`src/rtl/rv_pipe_pkg.sv`:
```
// rtl/rv_pipe_pkg.sv - shared encodings and control-word type for the RV32I pipeline
package rv_pipe_pkg;

  localparam logic [1:0] RES_ALU = 2'b00;
  localparam logic [1:0] RES_MEM = 2'b01;
  localparam logic [1:0] RES_PC4 = 2'b10;

  localparam logic [2:0] F3_BEQ = 3'b000;
  localparam logic [2:0] F3_BNE = 3'b001;

  localparam int               ALU_CTRL_W = 5;
  localparam logic [ALU_CTRL_W-1:0] ALU_ADD = 5'b00000;

  typedef struct packed {
    logic                  reg_write;
    logic [1:0]            result_src;
    logic                  mem_write;
    logic                  jump;
    logic                  branch;
    logic [ALU_CTRL_W-1:0] alu_control;
    logic                  alu_src;
    logic                  valid;
  } ctrl_t;

  // Only beq/bne are resolved here; other branch conditions never redirect.
  function automatic logic branch_taken(input logic [2:0] funct3, input logic zero);
    logic taken;
    taken = 1'b0;
    case (funct3)
      F3_BEQ:  taken = zero;
      F3_BNE:  taken = ~zero;
      default: taken = 1'b0;
    endcase
    return taken;
  endfunction

endpackage

```
`src/rtl/id_ex_reg_if.sv`:
```
// rtl/id_ex_reg_if.sv - decode-to-execute bundle between controller/datapath and the ID/EX register
interface id_ex_reg_if #(
  parameter int XLEN = 32,
  parameter int REGW = 5
);
  import rv_pipe_pkg::*;

  logic                  StallE, FlushE, ZeroE;
  logic                  RegWriteD, MemWriteD, JumpD, BranchD, ALUSrcD, ValidD;
  logic [1:0]            ResultSrcD;
  logic [ALU_CTRL_W-1:0] ALUControlD;
  logic [2:0]            funct3D;
  logic [XLEN-1:0]       RD1D, RD2D, ImmExtD, PCD, PCPlus4D;
  logic [REGW-1:0]       Rs1D, Rs2D, RdD;

  logic                  RegWriteE, MemWriteE, JumpE, BranchE, ALUSrcE, ValidE;
  logic [1:0]            ResultSrcE;
  logic [ALU_CTRL_W-1:0] ALUControlE;
  logic [2:0]            funct3E;
  logic [XLEN-1:0]       RD1E, RD2E, ImmExtE, PCE, PCPlus4E;
  logic [REGW-1:0]       Rs1E, Rs2E, RdE;
  logic                  PCSrcE, LoadE;

  modport master (
    output StallE, FlushE, ZeroE,
    output RegWriteD, MemWriteD, JumpD, BranchD, ALUSrcD, ValidD, ResultSrcD, ALUControlD,
    output funct3D, RD1D, RD2D, ImmExtD, PCD, PCPlus4D, Rs1D, Rs2D, RdD,
    input  RegWriteE, MemWriteE, JumpE, BranchE, ALUSrcE, ValidE, ResultSrcE, ALUControlE,
    input  funct3E, RD1E, RD2E, ImmExtE, PCE, PCPlus4E, Rs1E, Rs2E, RdE, PCSrcE, LoadE
  );

  modport slave (
    input  StallE, FlushE, ZeroE,
    input  RegWriteD, MemWriteD, JumpD, BranchD, ALUSrcD, ValidD, ResultSrcD, ALUControlD,
    input  funct3D, RD1D, RD2D, ImmExtD, PCD, PCPlus4D, Rs1D, Rs2D, RdD,
    output RegWriteE, MemWriteE, JumpE, BranchE, ALUSrcE, ValidE, ResultSrcE, ALUControlE,
    output funct3E, RD1E, RD2E, ImmExtE, PCE, PCPlus4E, Rs1E, Rs2E, RdE, PCSrcE, LoadE
  );

endinterface

```
`src/rtl/id_ex_reg_pipe_reg.sv`:
```
// rtl/id_ex_reg_pipe_reg.sv - generic pipeline register with async reset, sync clear and enable
module pipe_reg #(
  parameter int W = 8
) (
  input  logic         clk,
  input  logic         rst_n,
  input  logic         en,
  input  logic         clr,
  input  logic [W-1:0] d,
  output logic [W-1:0] q
);

  // clr beats en so a flush overrides a concurrent stall.
  always_ff @(posedge clk or negedge rst_n) begin
    if (!rst_n)
      q <= '0;
    else if (clr)
      q <= '0;
    else if (en)
      q <= d;
  end

endmodule

```
`src/rtl/id_ex_reg.sv`:
```
// rtl/id_ex_reg.sv - ID/EX pipeline register with stall, flush, valid gating and branch resolution
module id_ex_reg
  import rv_pipe_pkg::*;
#(
  parameter int XLEN = 32,
  parameter int REGW = 5
) (
  input logic         clk,
  input logic         rst_n,
  id_ex_reg_if.slave  bus
);

  localparam int DATA_W = 5 * XLEN + 3 * REGW + 3;

  ctrl_t             ctrl_d, ctrl_q;
  logic [DATA_W-1:0] data_d, data_q;

  // An invalid decode slot loads a bubble control word so it can never write state.
  always_comb begin
    ctrl_d             = '0;
    ctrl_d.result_src  = RES_ALU;
    ctrl_d.alu_control = ALU_ADD;
    if (bus.ValidD) begin
      ctrl_d.reg_write   = bus.RegWriteD;
      ctrl_d.result_src  = bus.ResultSrcD;
      ctrl_d.mem_write   = bus.MemWriteD;
      ctrl_d.jump        = bus.JumpD;
      ctrl_d.branch      = bus.BranchD;
      ctrl_d.alu_control = bus.ALUControlD;
      ctrl_d.alu_src     = bus.ALUSrcD;
      ctrl_d.valid       = 1'b1;
    end
  end

  assign data_d = {bus.RD1D, bus.RD2D, bus.ImmExtD, bus.PCD, bus.PCPlus4D,
                   bus.Rs1D, bus.Rs2D, bus.RdD, bus.funct3D};

  pipe_reg #(.W($bits(ctrl_t))) u_ctrl_reg (
    .clk   (clk),
    .rst_n (rst_n),
    .en    (~bus.StallE),
    .clr   (bus.FlushE),
    .d     (ctrl_d),
    .q     (ctrl_q)
  );

  pipe_reg #(.W(DATA_W)) u_data_reg (
    .clk   (clk),
    .rst_n (rst_n),
    .en    (~bus.StallE),
    .clr   (bus.FlushE),
    .d     (data_d),
    .q     (data_q)
  );

  assign bus.RegWriteE   = ctrl_q.reg_write;
  assign bus.ResultSrcE  = ctrl_q.result_src;
  assign bus.MemWriteE   = ctrl_q.mem_write;
  assign bus.JumpE       = ctrl_q.jump;
  assign bus.BranchE     = ctrl_q.branch;
  assign bus.ALUControlE = ctrl_q.alu_control;
  assign bus.ALUSrcE     = ctrl_q.alu_src;
  assign bus.ValidE      = ctrl_q.valid;

  assign {bus.RD1E, bus.RD2E, bus.ImmExtE, bus.PCE, bus.PCPlus4E,
          bus.Rs1E, bus.Rs2E, bus.RdE, bus.funct3E} = data_q;

  // Redirect follows ZeroE combinationally, even while the register is stalled.
  assign bus.PCSrcE = ctrl_q.valid &
                      (ctrl_q.jump | (ctrl_q.branch & branch_taken(data_q[2:0], bus.ZeroE)));
  assign bus.LoadE  = ctrl_q.valid & (ctrl_q.result_src == RES_MEM);

endmodule

```
`src/flat_wrapper.sv`:
```
// flat-port wrapper written by rule: the top's interface ports become plain ports
module id_ex_reg_flat import rv_pipe_pkg::*;
#(
  parameter int XLEN = 32,
  parameter int REGW = 5
)
  (clk, rst_n, bus_StallE, bus_FlushE, bus_ZeroE, bus_RegWriteD, bus_MemWriteD, bus_JumpD, bus_BranchD, bus_ALUSrcD, bus_ValidD, bus_ResultSrcD, bus_ALUControlD, bus_funct3D, bus_RD1D, bus_RD2D, bus_ImmExtD, bus_PCD, bus_PCPlus4D, bus_Rs1D, bus_Rs2D, bus_RdD, bus_RegWriteE, bus_MemWriteE, bus_JumpE, bus_BranchE, bus_ALUSrcE, bus_ValidE, bus_ResultSrcE, bus_ALUControlE, bus_funct3E, bus_RD1E, bus_RD2E, bus_ImmExtE, bus_PCE, bus_PCPlus4E, bus_Rs1E, bus_Rs2E, bus_RdE, bus_PCSrcE, bus_LoadE);
  id_ex_reg_if #(.XLEN(XLEN), .REGW(REGW)) bus_i ();
  input logic clk;
  input logic rst_n;
  input wire logic [$bits(bus_i.StallE)-1:0] bus_StallE;
  input wire logic [$bits(bus_i.FlushE)-1:0] bus_FlushE;
  input wire logic [$bits(bus_i.ZeroE)-1:0] bus_ZeroE;
  input wire logic [$bits(bus_i.RegWriteD)-1:0] bus_RegWriteD;
  input wire logic [$bits(bus_i.MemWriteD)-1:0] bus_MemWriteD;
  input wire logic [$bits(bus_i.JumpD)-1:0] bus_JumpD;
  input wire logic [$bits(bus_i.BranchD)-1:0] bus_BranchD;
  input wire logic [$bits(bus_i.ALUSrcD)-1:0] bus_ALUSrcD;
  input wire logic [$bits(bus_i.ValidD)-1:0] bus_ValidD;
  input wire logic [$bits(bus_i.ResultSrcD)-1:0] bus_ResultSrcD;
  input wire logic [$bits(bus_i.ALUControlD)-1:0] bus_ALUControlD;
  input wire logic [$bits(bus_i.funct3D)-1:0] bus_funct3D;
  input wire logic [$bits(bus_i.RD1D)-1:0] bus_RD1D;
  input wire logic [$bits(bus_i.RD2D)-1:0] bus_RD2D;
  input wire logic [$bits(bus_i.ImmExtD)-1:0] bus_ImmExtD;
  input wire logic [$bits(bus_i.PCD)-1:0] bus_PCD;
  input wire logic [$bits(bus_i.PCPlus4D)-1:0] bus_PCPlus4D;
  input wire logic [$bits(bus_i.Rs1D)-1:0] bus_Rs1D;
  input wire logic [$bits(bus_i.Rs2D)-1:0] bus_Rs2D;
  input wire logic [$bits(bus_i.RdD)-1:0] bus_RdD;
  output wire logic [$bits(bus_i.RegWriteE)-1:0] bus_RegWriteE;
  output wire logic [$bits(bus_i.MemWriteE)-1:0] bus_MemWriteE;
  output wire logic [$bits(bus_i.JumpE)-1:0] bus_JumpE;
  output wire logic [$bits(bus_i.BranchE)-1:0] bus_BranchE;
  output wire logic [$bits(bus_i.ALUSrcE)-1:0] bus_ALUSrcE;
  output wire logic [$bits(bus_i.ValidE)-1:0] bus_ValidE;
  output wire logic [$bits(bus_i.ResultSrcE)-1:0] bus_ResultSrcE;
  output wire logic [$bits(bus_i.ALUControlE)-1:0] bus_ALUControlE;
  output wire logic [$bits(bus_i.funct3E)-1:0] bus_funct3E;
  output wire logic [$bits(bus_i.RD1E)-1:0] bus_RD1E;
  output wire logic [$bits(bus_i.RD2E)-1:0] bus_RD2E;
  output wire logic [$bits(bus_i.ImmExtE)-1:0] bus_ImmExtE;
  output wire logic [$bits(bus_i.PCE)-1:0] bus_PCE;
  output wire logic [$bits(bus_i.PCPlus4E)-1:0] bus_PCPlus4E;
  output wire logic [$bits(bus_i.Rs1E)-1:0] bus_Rs1E;
  output wire logic [$bits(bus_i.Rs2E)-1:0] bus_Rs2E;
  output wire logic [$bits(bus_i.RdE)-1:0] bus_RdE;
  output wire logic [$bits(bus_i.PCSrcE)-1:0] bus_PCSrcE;
  output wire logic [$bits(bus_i.LoadE)-1:0] bus_LoadE;
  assign bus_i.StallE = bus_StallE;
  assign bus_i.FlushE = bus_FlushE;
  assign bus_i.ZeroE = bus_ZeroE;
  assign bus_i.RegWriteD = bus_RegWriteD;
  assign bus_i.MemWriteD = bus_MemWriteD;
  assign bus_i.JumpD = bus_JumpD;
  assign bus_i.BranchD = bus_BranchD;
  assign bus_i.ALUSrcD = bus_ALUSrcD;
  assign bus_i.ValidD = bus_ValidD;
  assign bus_i.ResultSrcD = bus_ResultSrcD;
  assign bus_i.ALUControlD = bus_ALUControlD;
  assign bus_i.funct3D = bus_funct3D;
  assign bus_i.RD1D = bus_RD1D;
  assign bus_i.RD2D = bus_RD2D;
  assign bus_i.ImmExtD = bus_ImmExtD;
  assign bus_i.PCD = bus_PCD;
  assign bus_i.PCPlus4D = bus_PCPlus4D;
  assign bus_i.Rs1D = bus_Rs1D;
  assign bus_i.Rs2D = bus_Rs2D;
  assign bus_i.RdD = bus_RdD;
  assign bus_RegWriteE = bus_i.RegWriteE;
  assign bus_MemWriteE = bus_i.MemWriteE;
  assign bus_JumpE = bus_i.JumpE;
  assign bus_BranchE = bus_i.BranchE;
  assign bus_ALUSrcE = bus_i.ALUSrcE;
  assign bus_ValidE = bus_i.ValidE;
  assign bus_ResultSrcE = bus_i.ResultSrcE;
  assign bus_ALUControlE = bus_i.ALUControlE;
  assign bus_funct3E = bus_i.funct3E;
  assign bus_RD1E = bus_i.RD1E;
  assign bus_RD2E = bus_i.RD2E;
  assign bus_ImmExtE = bus_i.ImmExtE;
  assign bus_PCE = bus_i.PCE;
  assign bus_PCPlus4E = bus_i.PCPlus4E;
  assign bus_Rs1E = bus_i.Rs1E;
  assign bus_Rs2E = bus_i.Rs2E;
  assign bus_RdE = bus_i.RdE;
  assign bus_PCSrcE = bus_i.PCSrcE;
  assign bus_LoadE = bus_i.LoadE;
  id_ex_reg #(.XLEN(XLEN), .REGW(REGW)) u_core (.clk(clk), .rst_n(rst_n), .bus(bus_i));
endmodule
```
`config.mk`:
```
export PLATFORM = sky130hd
export DESIGN_NAME = id_ex_reg_flat
export DESIGN_NICKNAME = d
export VERILOG_FILES = /design/src/rtl/rv_pipe_pkg.sv /design/src/rtl/id_ex_reg_if.sv /design/src/rtl/id_ex_reg_pipe_reg.sv /design/src/rtl/id_ex_reg.sv /design/src/flat_wrapper.sv
export SDC_FILE = /design/constraint.sdc
export NUM_CORES = 1
export LEC_CHECK = 0
export CAP_MARGIN = 40
export CORE_AREA = 2 2 151 153
export DETAILED_ROUTE_END_ITERATION = 16
export DIE_AREA = 0 0 153 155
export PLACE_DENSITY = 0.72
export SYNTH_ARGS = -nofsm -noshare
export SYNTH_HDL_FRONTEND = slang
export SYNTH_HIERARCHICAL = 1
export SYNTH_SLANG_ARGS = --single-unit
```
`constraint.sdc`:
```
create_clock -name clk -period 0.9 [get_ports clk]
set_input_delay 0.09 -clock clk [delete_from_list [all_inputs] [get_ports clk]]
set_output_delay 0.09 -clock clk [all_outputs]
set_load 0.05 [all_outputs]
```
# --- Word level (Yosys, flattened, before mapping) ---
# Cells that the tools add are included.
word_totals:
  mem_bits_rw: 0
  mem_bits_ro: 0
  register_bits: 191
  wordCells: 17
  latch_bits: 0
  out_inout_bits: 193
  inputBits: 196
  memories: 0
op_classes:
  magnitude_cmp: 0
  mul: 0
  div_mod_pow: 0
  add_sub_neg: 0
  muxes: 6
  reduce_logical: 1
  bitwise: 5
  shift: 0
  n_eq_ne: 3
ops:
  columns: ["operator", "n"]
  rows:
  - ["2-to-1 mux 178 bit", 2]
  - ["2-to-1 mux 13 bit", 3]
  - ["AND 1 bit", 3]
  - ["== test 3 x 1 -> 1 bit (second input constant)", 1]
  - ["zero test 3 bit", 1]
  - ["== test 2 x 1 -> 1 bit (second input constant)", 1]
  - ["inequality test 2 x 1 -> 1 bit (second input constant)", 1]
  - ["one-hot mux 1 bit (2 select lines)", 1]
  - ["NOT 1 bit", 1]
  - ["OR 1 bit", 1]

# --- Longest topological paths before layout ---
logic_depth:
  word_depth: 5
  mapped_depth: 6
  depth_no_buf: 3

# --- By module ---
# The synthesis kept the hierarchy.
by_module_without_submodules:
  columns: ["module", "instances", "area_per_inst_um2", "cells_per_inst", "seq_area_each_um2"]
  rows:
  - ["pipe_reg (u_core.u_data_reg)", 1, 7239.4, 574, 4454.3]
  - ["pipe_reg (u_core.u_ctrl_reg)", 1, 539.3, 42, 325.3]
  - ["id_ex_reg", 1, 118.9, 19, 0.0]

# --- Least setup slack after synthesis ---
# OpenSTA, ideal clock, no wires.
synth_timing:
  kind: "register -> output"
  startpoint: "register u_core.u_ctrl_reg.q[0]"
  endpoint: "output bus_LoadE"
  n_path_buf: 0
  arrival_ns: 1.407
  required_ns: 0.810
  stages_incl_launch_ff: 3
  setup_slack_ns: -0.597
  cell_sequence: "dfrtp_1 > nand2_1 > nor2_1"
synth_between:
  elab_chain_cells: 1
synth_rtl:
  columns: ["element", "line", "source"]
  rows:
  - ["start: declaration", "id_ex_reg_pipe_reg.sv:10", "output logic [W-1:0] q"]
  - ["start signal: assignment", "id_ex_reg_pipe_reg.sv:16", "q <= '0;"]
  - ["start signal: assignment", "id_ex_reg_pipe_reg.sv:18", "q <= '0;"]
  - ["start signal: assignment", "id_ex_reg_pipe_reg.sv:20", "q <= d;"]
  - ["AND 1 bit", "id_ex_reg.sv:71", "assign bus.LoadE = ctrl_q.valid & (ctrl_q.result_src == RES_MEM);"]
  - ["end: declaration", "flat_wrapper.sv:49", "output wire logic [$bits(bus_i.LoadE)-1:0] bus_LoadE;"]
# No other way between the ends.

# --- Worst setup path after layout ---
layout_timing:
  startpoint: "register u_core.u_data_reg.q[2]"
  endpoint: "output bus_PCSrcE"
layout_between:
  elab_chain_cells: 5
  elab_cells_between_ends: 6
  cone_classes: "eq/ne: 1; mux: 1; bitwise: 3; reduce/logical: 1"
layout_rtl:
  columns: ["element", "line", "source"]
  rows:
  - ["start: declaration", "id_ex_reg_pipe_reg.sv:10", null]
  - ["start signal: assignment", "id_ex_reg_pipe_reg.sv:16", null]
  - ["start signal: assignment", "id_ex_reg_pipe_reg.sv:18", null]
  - ["start signal: assignment", "id_ex_reg_pipe_reg.sv:20", null]
  - ["== test 3 x 1 -> 1 bit or zero test 3 bit (tied branches)", "rv_pipe_pkg.sv:29", "case (funct3)"]
  - ["one-hot mux 1 bit (2 select lines) *", "rv_pipe_pkg.sv:29", null]
  - ["AND 1 bit *", "id_ex_reg.sv:70", "(ctrl_q.jump | (ctrl_q.branch & branch_taken(data_q[2:0], bus.ZeroE)));"]
  - ["OR 1 bit *", "id_ex_reg.sv:70", null]
  - ["AND 1 bit *", "id_ex_reg.sv:69", "assign bus.PCSrcE = ctrl_q.valid &"]
  - ["end: declaration", "flat_wrapper.sv:48", "output wire logic [$bits(bus_i.PCSrcE)-1:0] bus_PCSrcE;"]
# Mark *: on every way between the ends. The rest lies on a longest branch, timed or not.

==> flow_summary.toml <==
[run_status]
status = "finished, violations left"
violations = "negative setup slack"

[clocking]
cts.root.buffer_cell = "clkbuf_16"
cts_tree = "yes"
ctsLongestPathBuffers = 2
numCtsBuffers = 17
cts_sinks = 191
clk_pin_slew_ps = 80
ctsHtreeMaxLevel = 4
clkLatencyLatePin_ps = 430

[routing]
routedWlPerCell_um = 18.56
wirelength_mm = 25.62
first_pass_iters = 6
postRouteAntennaNets = 0
via_per_inst = 4.664
drc_errors = 0
drt_iter0_drc = 262
via_count = 6437

[global_route]
grt_pass1_wl_mm = 40.02
grt_max_degree = 54
grt_pass1_vias = 7086
track_usage = 0.2160
overflow = 0
grt_antenna_before_repair = 0

[floorplanning]
rows = 55
die_y_um = 155
die_w_um = 153
io_pins = 389
dieArea_um2 = 23720
initial_core_util = 0.3553
core_um2 = 22230

[pwr]
p_leak_nw = 7.169
power_density_nw_per_um2 = 1530
ir_drop_v = 0.001369

[sta]
rsz0062_at_grt = "true"
tightest_slew_ps = 370.7
drv_slew = 0
whs_ps = 78.11
layout_min_cycle_time_ps = 1521
finalSetupViolCount = 201
relSlewSlack = 0.7529
hold_viol_final = 0
max_freq_mhz = 657.6
fin_ws_ps = -620.7
fin_setup_tns_ps = -39600
skew_ps = 0
finalCritPeriodShare = 1.690

[yosys]
post-synth-top-count-cell = "nor2_1"
yosysTopAreaCell = "dfrtp_1"
synth_edf_count = 0
ys_seq_area_frac = 0.6052
synth_area_leaders = "dfrtp_1 61%, mux2i_1 24%, nor2_1 9.1%, buf_8 2.1%, and2_1 0.95%"
synth_flop_cell = "dfrtp_1"
ys_warn_count = 6
synth_area_um2 = 7898
avgSynthCellArea_um2 = 12.44
synthArstFlopShare = 1.000
syn_nets = 831
synth_cells = 635
synthDistinctLibCells = 15
synth_top_area_share = 0.6052
ys_ff_latch = 191
synthTopCellsByCount = "192 x nor2_1, 191 x dfrtp_1, 191 x mux2i_1"

[setup_path]
crit_family = "flip-flops"
crit_arrival_ps = 1430
path_cells = "nor4bb_1, a22o_2, buf_12"
required_ps = 810
cp_slowest_cell = "dfrtp_2"
crit_path_start_kind = "flop"
crit_fanout = 2
crit_buf_inv = 1
slowest_delay_ps = 400
crit_path_end_kind = "output port"
path_class = "reg2out"

[layout]
final_cell_area_um2 = 15390
fin_util = 0.6923
fin_nets = 1278
drive_above_1_share = 0.3580
fillers = 1538
finalNonFillerCells = 1380
diodes = 0
syn_to_final_growth_pct = 94.84

[worst_hold_path]
hp-class = "in2reg"

[run]
maxCapViolations = 0

[place]
io_buffer_count = 388
placed_area_um2 = 14440
gp_congestion = 0.8004
dp_cells = 1314
hpwl_mm = 19.22
[per-stage QoR]
step           total power [mW]  setup WS [ps]
2_1_floorplan             12.34         -323.3
3_3_place_gp              16.07         -537.8
3_5_place_dp              16.16         -580.4
4_1_cts                   23.72         -639.8
5_1_grt                   24.42         -671.1
6_report                  23.54         -620.7
[worst reg2reg max path: cells and delay by family, from the launching register on]
kind	cells	cell delay (ps)
flip-flops	1	420
multiplexers	1	130
AND/OR/NAND/NOR	1	50
buffers and inverters	2	260
[metal layers]
layer  up-vias  share of wire  global-route usage
li1       2984              -                   -
met1      3139           0.40              0.2589
met2       280           0.50              0.3643
met3        34          0.082             0.07688
met4         0          0.024             0.07143
met5         -              0                   0
[cell usage in the layout (no fill, tap or decap), drive strengths merged]
cell / netlist / final
mux2i: 191 / 191
dlygate4sd2: 0 / 1
nor4bb: 1 / 1
and2: 12 / 12
nor2: 192 / 192
clkbuf: 8 / 22
buf: 36 / 276
a22o: 1 / 1
inv: 1 / 5
dfrtp: 191 / 191
clkinvlp: 0 / 4
clkdlybuf4s50: 0 / 192
nand2: 1 / 1
clkinv: 0 / 3
xor2: 1 / 1
dlygate4sd3: 0 / 2
[state kept, by name, indices dropped and copies added (netlist names)]
signal	cells
u_core/u_data_reg/q	178
u_core/u_ctrl_reg/q	13
[logic make-up after synthesis]
group,Yosys count,synth area share
XOR/XNOR,1,0.001109
flip-flops,191,0.6052
buffers and inverters,45,0.04800
AND/OR/NAND/NOR,206,0.1025
AO/OA/AOI/OAI,1,0.001109
multiplexers,191,0.2421
[final timing paths]
path	start	endpoint	slack [ps]	depth (start not counted)
max	u_core/u_data_reg/q[2]	bus_PCSrcE	-620	3
min	bus_FlushE	u_core/u_ctrl_reg/q[1]	80	3
max reg2reg	u_core/u_data_reg/q[57]	u_core/u_data_reg/q[57]	-80	4
min reg2reg	u_core/u_data_reg/q[54]	u_core/u_data_reg/q[54]	570	2
max in group asynchronous	rst_n	u_core/u_data_reg/q[165]	240	3
min in group asynchronous	rst_n	u_core/u_data_reg/q[150]	140	2
[where the power goes]
part | total, mW | switching (mW) | internal [mW]
Combinational | 6.54 | 3.10 | 3.44
Clock | 7.38 | 3.60 | 3.78
Sequential | 9.62 | 0.539 | 9.08
Total | 23.5 | 7.23 | 16.3
[area by class of cell]
type / count / area [µm²] / area share
Clock inverter: 11 / 103.9 / 0.006749
Clock buffer: 21 / 460.4 / 0.02992
Multi-Input combinational cell: 399 / 2791 / 0.1814
Inverter: 1 / 11.26 / 0.0007318
Timing Repair Buffer: 472 / 6789 / 0.4412
Sequential cell: 191 / 4875 / 0.3168
Tap cell: 285 / 356.6 / 0.02317
[timing repair]
action | in CTS | in global routing
setup endpoints to repair | 378 | 209
pin swaps | 3 | 7
hold endpoints to repair | 192 | 0
gates resized for setup | 8 | 21
hold buffers | 2 | 0
cloned | 1 | 0
buffers inserted | 24 | 10
Note: power is estimated with default switching activity, not from simulation.
